## src/rtl/lc3_ctrl_seq_if.sv

```systemverilog
// Instruction/memory handshake and status bundle between the LC-3 control
// sequencer and its environment.
interface lc3_ctrl_seq_if #(
    parameter int CW    = 5,
    parameter int CNT_W = 16
);
    logic [15:0]      ir;
    logic             ir_valid;
    logic             ir_ready;
    logic             mem_done;
    logic [CW-1:0]    ctrl;
    logic [2:0]       state;
    logic             done;
    logic             err;
    logic [CNT_W-1:0] retired;

    modport master (
        output ir, ir_valid, mem_done,
        input  ir_ready, ctrl, state, done, err, retired
    );

    modport slave (
        input  ir, ir_valid, mem_done,
        output ir_ready, ctrl, state, done, err, retired
    );
endinterface

```

## src/rtl/lc3_ctrl_seq.sv

```systemverilog
// LC-3 style instruction control sequencer: IDLE -> DECODE -> EXEC -> [MEM] -> [WB],
// with a bounded memory wait, error pulses and a retired-instruction counter.
module lc3_ctrl_seq #(
    parameter int CW     = 5,
    parameter int MEM_TO = 15,
    parameter int CNT_W  = 16
) (
    input  logic           clk,
    input  logic           rst_n,
    lc3_ctrl_seq_if.slave  bus
);
    typedef enum logic [2:0] {
        S_IDLE   = 3'd0,
        S_DECODE = 3'd1,
        S_EXEC   = 3'd2,
        S_MEM    = 3'd3,
        S_WB     = 3'd4
    } state_t;

    localparam logic [7:0] WAIT_LAST = 8'(MEM_TO - 1);

    state_t           state_reg, state_next;
    logic [3:0]       opc_reg, opc_next;
    logic [CW-1:0]    ctrl_reg, ctrl_next;
    logic             done_reg, done_next;
    logic             err_reg, err_next;
    logic [CNT_W-1:0] retired_reg, retired_next;
    logic [7:0]       wait_reg, wait_next;

    logic [4:0]       dec5;
    logic [CW-1:0]    dec_ctrl;
    logic             is_mem, is_wb, is_rsv;

    always_comb begin
        dec5 = 5'b00000;
        case (opc_reg)
            4'b0000: dec5 = 5'b01000;
            4'b0001: dec5 = 5'b00100;
            4'b0010: dec5 = 5'b01001;
            4'b0011: dec5 = 5'b01100;
            4'b0100: dec5 = 5'b00110;
            4'b0101: dec5 = 5'b00011;
            4'b1001: dec5 = 5'b00101;
            4'b1100: dec5 = 5'b01111;
            default: dec5 = 5'b00000;
        endcase
    end

    // The table is 5 bits wide; fit it to CW by zero-extension or truncation.
    genvar gi;
    generate
        for (gi = 0; gi < CW; gi++) begin : g_ctrl_fit
            if (gi < 5) begin : g_bit
                assign dec_ctrl[gi] = dec5[gi];
            end else begin : g_zero
                assign dec_ctrl[gi] = 1'b0;
            end
        end
    endgenerate

    always_comb begin
        is_mem = 1'b0;
        case (opc_reg)
            4'b0010, 4'b0011, 4'b0110,
            4'b0111, 4'b1010, 4'b1011: is_mem = 1'b1;
            default:                   is_mem = 1'b0;
        endcase
    end

    always_comb begin
        is_wb = 1'b0;
        case (opc_reg)
            4'b0001, 4'b0010, 4'b0101, 4'b0110,
            4'b1001, 4'b1010, 4'b1110: is_wb = 1'b1;
            default:                   is_wb = 1'b0;
        endcase
    end

    assign is_rsv = (opc_reg == 4'b1101);

    // Not ready during the retire cycle, so acceptance comes one cycle after done.
    assign bus.ir_ready = (state_reg == S_IDLE) && !done_reg;

    always_comb begin
        state_next   = state_reg;
        opc_next     = opc_reg;
        ctrl_next    = ctrl_reg;
        done_next    = 1'b0;
        err_next     = 1'b0;
        retired_next = retired_reg;
        wait_next    = wait_reg;

        case (state_reg)
            S_IDLE: begin
                if (bus.ir_valid && bus.ir_ready) begin
                    opc_next   = bus.ir[15:12];
                    state_next = S_DECODE;
                end
            end
            S_DECODE: begin
                if (is_rsv) begin
                    err_next   = 1'b1;
                    state_next = S_IDLE;
                end else begin
                    ctrl_next  = dec_ctrl;
                    state_next = S_EXEC;
                end
            end
            S_EXEC: begin
                if (is_mem) begin
                    wait_next  = 8'd0;
                    state_next = S_MEM;
                end else if (is_wb) begin
                    state_next = S_WB;
                end else begin
                    done_next    = 1'b1;
                    retired_next = retired_reg + CNT_W'(1);
                    state_next   = S_IDLE;
                end
            end
            S_MEM: begin
                if (bus.mem_done) begin
                    if (is_wb) begin
                        state_next = S_WB;
                    end else begin
                        done_next    = 1'b1;
                        retired_next = retired_reg + CNT_W'(1);
                        state_next   = S_IDLE;
                    end
                end else if (wait_reg == WAIT_LAST) begin
                    err_next   = 1'b1;
                    state_next = S_IDLE;
                end else begin
                    wait_next = wait_reg + 8'd1;
                end
            end
            S_WB: begin
                done_next    = 1'b1;
                retired_next = retired_reg + CNT_W'(1);
                state_next   = S_IDLE;
            end
            default: begin
                state_next = S_IDLE;
            end
        endcase

        if (state_next == S_IDLE) begin
            ctrl_next = '0;
        end
    end

    always_ff @(posedge clk or negedge rst_n) begin
        if (!rst_n) begin
            state_reg   <= S_IDLE;
            opc_reg     <= 4'd0;
            ctrl_reg    <= '0;
            done_reg    <= 1'b0;
            err_reg     <= 1'b0;
            retired_reg <= '0;
            wait_reg    <= 8'd0;
        end else begin
            state_reg   <= state_next;
            opc_reg     <= opc_next;
            ctrl_reg    <= ctrl_next;
            done_reg    <= done_next;
            err_reg     <= err_next;
            retired_reg <= retired_next;
            wait_reg    <= wait_next;
        end
    end

    assign bus.ctrl    = ctrl_reg;
    assign bus.state   = state_reg;
    assign bus.done    = done_reg;
    assign bus.err     = err_reg;
    assign bus.retired = retired_reg;
endmodule

```

## src/flat_wrapper.sv

```systemverilog
// flat-port wrapper written by rule: the top's interface ports become plain ports
module lc3_ctrl_seq_flat 
#(
    parameter int CW     = 5,
    parameter int MEM_TO = 15,
    parameter int CNT_W  = 16
)
  (clk, rst_n, bus_ir, bus_ir_valid, bus_mem_done, bus_ir_ready, bus_ctrl, bus_state, bus_done, bus_err, bus_retired);
  lc3_ctrl_seq_if #(.CW(CW), .CNT_W(CNT_W)) bus_i ();
  input  logic clk;
  input  logic rst_n;
  input wire logic [$bits(bus_i.ir)-1:0] bus_ir;
  input wire logic [$bits(bus_i.ir_valid)-1:0] bus_ir_valid;
  input wire logic [$bits(bus_i.mem_done)-1:0] bus_mem_done;
  output wire logic [$bits(bus_i.ir_ready)-1:0] bus_ir_ready;
  output wire logic [$bits(bus_i.ctrl)-1:0] bus_ctrl;
  output wire logic [$bits(bus_i.state)-1:0] bus_state;
  output wire logic [$bits(bus_i.done)-1:0] bus_done;
  output wire logic [$bits(bus_i.err)-1:0] bus_err;
  output wire logic [$bits(bus_i.retired)-1:0] bus_retired;
  assign bus_i.ir = bus_ir;
  assign bus_i.ir_valid = bus_ir_valid;
  assign bus_i.mem_done = bus_mem_done;
  assign bus_ir_ready = bus_i.ir_ready;
  assign bus_ctrl = bus_i.ctrl;
  assign bus_state = bus_i.state;
  assign bus_done = bus_i.done;
  assign bus_err = bus_i.err;
  assign bus_retired = bus_i.retired;
  lc3_ctrl_seq #(.CW(CW), .MEM_TO(MEM_TO), .CNT_W(CNT_W)) u_core (.clk(clk), .rst_n(rst_n), .bus(bus_i));
endmodule
```

## config.mk

```make
export PLATFORM = sky130hd
export DESIGN_NAME = lc3_ctrl_seq_flat
export DESIGN_NICKNAME = d
export VERILOG_FILES = /design/src/rtl/lc3_ctrl_seq_if.sv /design/src/rtl/lc3_ctrl_seq.sv /design/src/flat_wrapper.sv
export SDC_FILE = /design/constraint.sdc
export NUM_CORES = 1
export LEC_CHECK = 0
export CORE_UTILIZATION = 40
export CTS_CLUSTER_SIZE = 16
export DETAILED_ROUTE_END_ITERATION = 16
export PLACE_DENSITY_LB_ADDON = 0.25
export SYNTH_ARGS = -nofsm -noshare
export SYNTH_HDL_FRONTEND = slang
export SYNTH_SLANG_ARGS = --single-unit
```

## constraint.sdc

```tcl
create_clock -name clk -period 2 [get_ports clk]
set_input_delay 0.3 -clock clk [delete_from_list [all_inputs] [get_ports clk]]
set_output_delay 0.3 -clock clk [all_outputs]
set_load 0.02 [all_outputs]
```

# Word level (Yosys, flattened, before mapping)
# Memories as Yosys holds them, arrays and structs flattened.
# Index checks and enable logic that the tools add are counted.
# totals
register_bits	38
mem_bits_ro	64
output_inout_bits	27
wordCells	74
n_memories	1
# op_classes
addsub	2
n_eq_ne	22
mux	28
reduce_logical	14
# mem_list
memory	words	width	rd	rd_ports_with_merged_regs	wr	line_no	source
(name not given)	16	4	1	0	0	lc3_ctrl_seq.sv:36	case (opc_reg)
# op_table
op	count
$mux 16	3
$pmux 16 s3	1
$mux 8	3
$eq 4x4->1 const B	5
$add 16x1->16 const B	1
$pmux 8 s2	1
$mux 3	5
$mux 5	3
$eq 4x3->1 const B	3
$pmux 3 s4	1
$ne 2x2->1 const B	5
$add 8x1->8 const B	1
$eq 4x2->1 const B	2
$eq 8x4->1 const B	1
$mux 1	8
$reduce_or 7->1	1
$eq 3x2->1 const B	2
$logic_not 3->1	2
$reduce_or 6->1	1
$eq 4x1->1 const B	1
$reduce_and 2->1	2
$reduce_and 4->1	1
$reduce_bool 2->1	2
$eq 3x1->1 const B	1
9 further kinds	10

# Depth between registers and ports, before layout
# Gate-level depths: netlist of the first run.
# depth
word_depth	9
mapped_depth	7
ltp_nobuf	7

# Worst setup path before layout of the first run
# Ideal clock, no wire load.
# synth_timing
kind	register -> register
startpoint	register u_core.state_reg[2], in the netlist u_core.bus.state[2]
endpoint	register u_core.opc_reg[0]
t_arrival_ns	1.987
required_time_ns	1.875
slack_ns	-0.112
stages_incl_launch_ff	4
n_path_buf	0
path_cell_list	dfrtp_1 > nor4_1 > nand2_1 > mux2_2
# synth_via
elab_chain_len	4
# synth_lines
item	line_no	source
from (decl)	lc3_ctrl_seq.sv:22	state_t state_reg, state_next;
from (signal assigned)	lc3_ctrl_seq.sv:162	state_reg <= state_next;
$logic_not 3->1	lc3_ctrl_seq.sv:82	assign bus.ir_ready = (state_reg == S_IDLE) && !done_reg;
$logic_and 1x1->1	lc3_ctrl_seq.sv:82	
named net bus_ir_ready	flat_wrapper.sv:15	output wire logic [$bits(bus_i.ir_ready)-1:0] bus_ir_ready;
$logic_and 1x1->1	lc3_ctrl_seq.sv:95	if (bus.ir_valid && bus.ir_ready) begin
$reduce_and 2->1 (no source line)	-	
to (signal assigned)	lc3_ctrl_seq.sv:163	opc_reg <= opc_next;
to (decl)	lc3_ctrl_seq.sv:23	logic [3:0] opc_reg, opc_next;
# The timed path passes the listed nets, and every way through them passes these cells.
# A chain may end at the register's enable or synchronous reset.

# Final worst setup path of the first run
# layout_timing
startpoint	register u_core.state_reg[2], in the netlist u_core.bus.state[2]
endpoint	output port bus_state[2]
# layout_lines
item	line_no	source
to (decl)	flat_wrapper.sv:17	output wire logic [$bits(bus_i.state)-1:0] bus_state;
# No word-level cell between the ends.

==> results_dict.tcl, run 1 <==
set metrics [dict create \
    grt_pass1_wl_um 7010 \
    diodes 0 \
    rrSetupSlack_ns 0.18 \
    final_cell_count_no_fill 270 \
    synth_area_um2 1880 \
    max_freq_ghz 0.543 \
    ys_warn_count 0 \
    clock_skew_ns 0.00541 \
    cts_buffers 5 \
    setup_viol 0 \
    worstPathArrival_ns 1.54 \
    synth_ff_type "dfrtp_1" \
    seqCellArea_um2 926 \
    power.density_nw_per_um2 1290 \
    firstDrtPassIters 4 \
    seqPwrFrac_pct 37.8 \
    syn_inst 174 \
    drive_gt1_share_pct 13.3 \
    wl_um 3980 \
    maxSlewViolCount 0 \
    cts_tree "built" \
    p_sw_mw 1.20 \
    grt-ovfl-total 0 \
    relSlewSlack_pct 45.2 \
    avgViaCountPerCell 5.34 \
    drtIter0Drc 47 \
    std_cell_rows 24 \
    numPlacedInstances 263 \
    r2r_end "u_core.bus.ctrl[2]$_DFFE_PN0P_" \
    nets 241 \
    critPathLaunch "u_core.bus.state[2]$_DFF_PN0_" \
    rsz0062_at_grt "false" \
    syn_nets 197 \
    die_w_um 70.5 \
    required_ns 1.70 \
    die_h_um 70.5 \
    coreArea_um2 4440 \
    worstSkewPairLatency_ns 0.28 \
    avgSynthCellArea_um2 10.8 \
    cp_max_fo 5 \
    power_frac_comb_pct 45.3 \
    fillCellCount 394 \
    min_period_ns 1.84 \
    r2r_start "u_core.wait_reg[1]$_DFFE_PN0P_" \
    worst_pin_slew_ns 0.822 \
    power_leakage_nw 1.11 \
    grt_use_total_pct 18.1 \
    clock_path_buffers 2 \
    grt_max_degree 38 \
    grt_antenna_before_repair 0 \
    ir_worst_vdd_mv 0.715 \
    finalHoldViolCount 0 \
    status "complete, no violations" \
    place_congestion 0.789 \
    multi_input_area_um2 911 \
    cts_root_buf "clkbuf_8" \
    path_clk_slew_ns 0.07 \
    synth_cell_types 43 \
    detail-route-antenna-nets 0 \
    ys_ff_latch 37 \
    grt_pass1_vias 1519 \
    fin_util_pct 54.2 \
    endpoint "bus_state[2]" \
    finalCritPeriodShare_pct 92.2 \
    pin_count 47 \
    reg2reg_depth 6 \
    numClockSinks 37 \
    area_delta_synth_final_pct 28.3 \
    cp-start-kind "flip-flop" \
    hp-class "input pin to async pin" \
    die-area_um2 4970 \
    cts_setup_buffers 0 \
    vias 1442 \
    initial_core_util_pct 42.2 \
    end_kind "output port" \
    drv_cap 0 \
    dp_hpwl_um 2830 \
    pwr-share-clk_pct 16.9 \
    drc 0 \
    synth_edf_count 0 \
    switching_share_pct 38.7 \
    yosysSeqAreaShare_pct 49.3 \
    routedWlPerCell_um 14.7 \
    crit_type "flip-flop to output port" \
    largest_reg_flops 16 \
    postSynth.asyncResetShare_pct 100 \
    intPower_mw 1.90 \
    port_buffers 33 \
    htreeDepth 2 \
]
[final cells by class]
class                   instances  area share, %
well taps                      52           2.70
inverters                       4          0.624
multi-input cells             128           37.8
clock buffers                   7           3.59
flip-flops and latches         37           38.5
repair buffers                 42           16.8
[through the flow]
step	TNS, ns	area [µm²]	hold slack [ns]	power [mW]	setup WS [ns]
CTS	0	2410	0.138	3.12	0.146
finish	0	2410	0.101	3.09	0.157
detailed placement	-0.0360	2320	0.455	2.59	-0.0203
global route	0	2410	0.167	3.30	0.0489
floorplan	0	1880	0.00441	2.02	0.176
global placement	0	2320	0.434	2.53	0.0183
[cells by family after synthesis]
family | count (synthesis) | share of synthesized area (%)
and+or+nand+nor | 78 | 25.4
DFF | 37 | 49.3
xor gates and xnor gates | 22 | 10.3
AOI/OAI and AO/OA | 18 | 6.80
buffers and inverters | 9 | 2.47
muxes | 6 | 3.53
adders and majority gates | 3 | 2.00
other | 1 | 0.200
[power groups by stage]
stage	registers, mW	logic [mW]	clock network [mW]
after floorplan	1.24	0.774	0
after global placement	1.16	1.37	0
after detailed placement	1.18	1.41	0
after CTS	1.17	1.41	0.540
after global routing	1.20	1.51	0.582
final	1.17	1.40	0.522
[placed cells by master, fill, tap and decap left out, types with 4 or more instances in the layout]
cell type	instances
o21ai_0	5
xor2_1	19
inv_1	4
clkbuf_8	6
nand2b_1	5
buf_4	8
clkdlybuf4s50_1	31
a21oi_1	4
nor4_1	5
nand2_1	10
mux2_2	4
nand4_1	9
nor2_1	17
dfrtp_1	37
nand3_1	7
[cell usage after synthesis, drive strengths merged (4+ instances only)]
cell	count	area share, %
a21oi	4	1.1
buf	4	1.5
dfrtp	37	49
inv	4	0.80
mux2	5	3.0
nand2	10	2.0
nand2b	5	1.7
nand3	7	1.9
nand4	9	3.0
nor2	17	3.4
nor3b	4	2.2
nor4	8	3.8
o21ai	6	1.6
xor2	19	8.9
[what timing repair did]
action	CTS	global route
hold buffers	0	0
setup endpoints to repair	1	0
resized for setup	1	0
[worst min path at each step]
stage	from	endpoint	slack [ns]	cells past startpoint
finish	rst_n	u_core.wait_reg[2]$_DFFE_PN0P_	0.10	1
global route	rst_n	u_core.wait_reg[2]$_DFFE_PN0P_	0.17	1
CTS	rst_n	u_core.wait_reg[5]$_DFFE_PN0P_	0.14	1
detailed placement	rst_n	u_core.bus.retired[15]$_DFFE_PN0P_	0.46	1
global placement	rst_n	u_core.wait_reg[4]$_DFFE_PN0P_	0.43	1
floorplan	rst_n	u_core.bus.ctrl[0]$_DFFE_PN0P_	0.004	0
[worst max-delay path: stages, from the launching register on]
cell and delay [ns]:
dfrtp_1 0.46, buf_4 0.19, clkdlybuf4s50_1 0.60
[metal layers]
layer | up-vias | part of all wire, % | GRT usage, %
li1 | 694 | - | -
met1 | 714 | 47 | 23.4
met2 | 27 | 48 | 29.2
met3 | 7 | 3.9 | 4.91
met4 | 0 | 1.3 | 6.35
met5 | - | 0 | 0
(Power assumes the default switching activity.)
==> run 2: changes to the inputs <==
--- a/config.mk
+++ b/config.mk
@@ -6,9 +6,11 @@
 export NUM_CORES = 1
 export LEC_CHECK = 0
 export CORE_UTILIZATION = 40
+export CTS_CLUSTER_DIAMETER = 50
 export CTS_CLUSTER_SIZE = 16
 export DETAILED_ROUTE_END_ITERATION = 16
 export PLACE_DENSITY_LB_ADDON = 0.25
+export SLEW_MARGIN = 15
 export SYNTH_ARGS = -nofsm -noshare
 export SYNTH_HDL_FRONTEND = slang
 export SYNTH_SLANG_ARGS = --single-unit
==> results of run 2 <==
Final layout, timing and power as in run 1 (identical DEF).
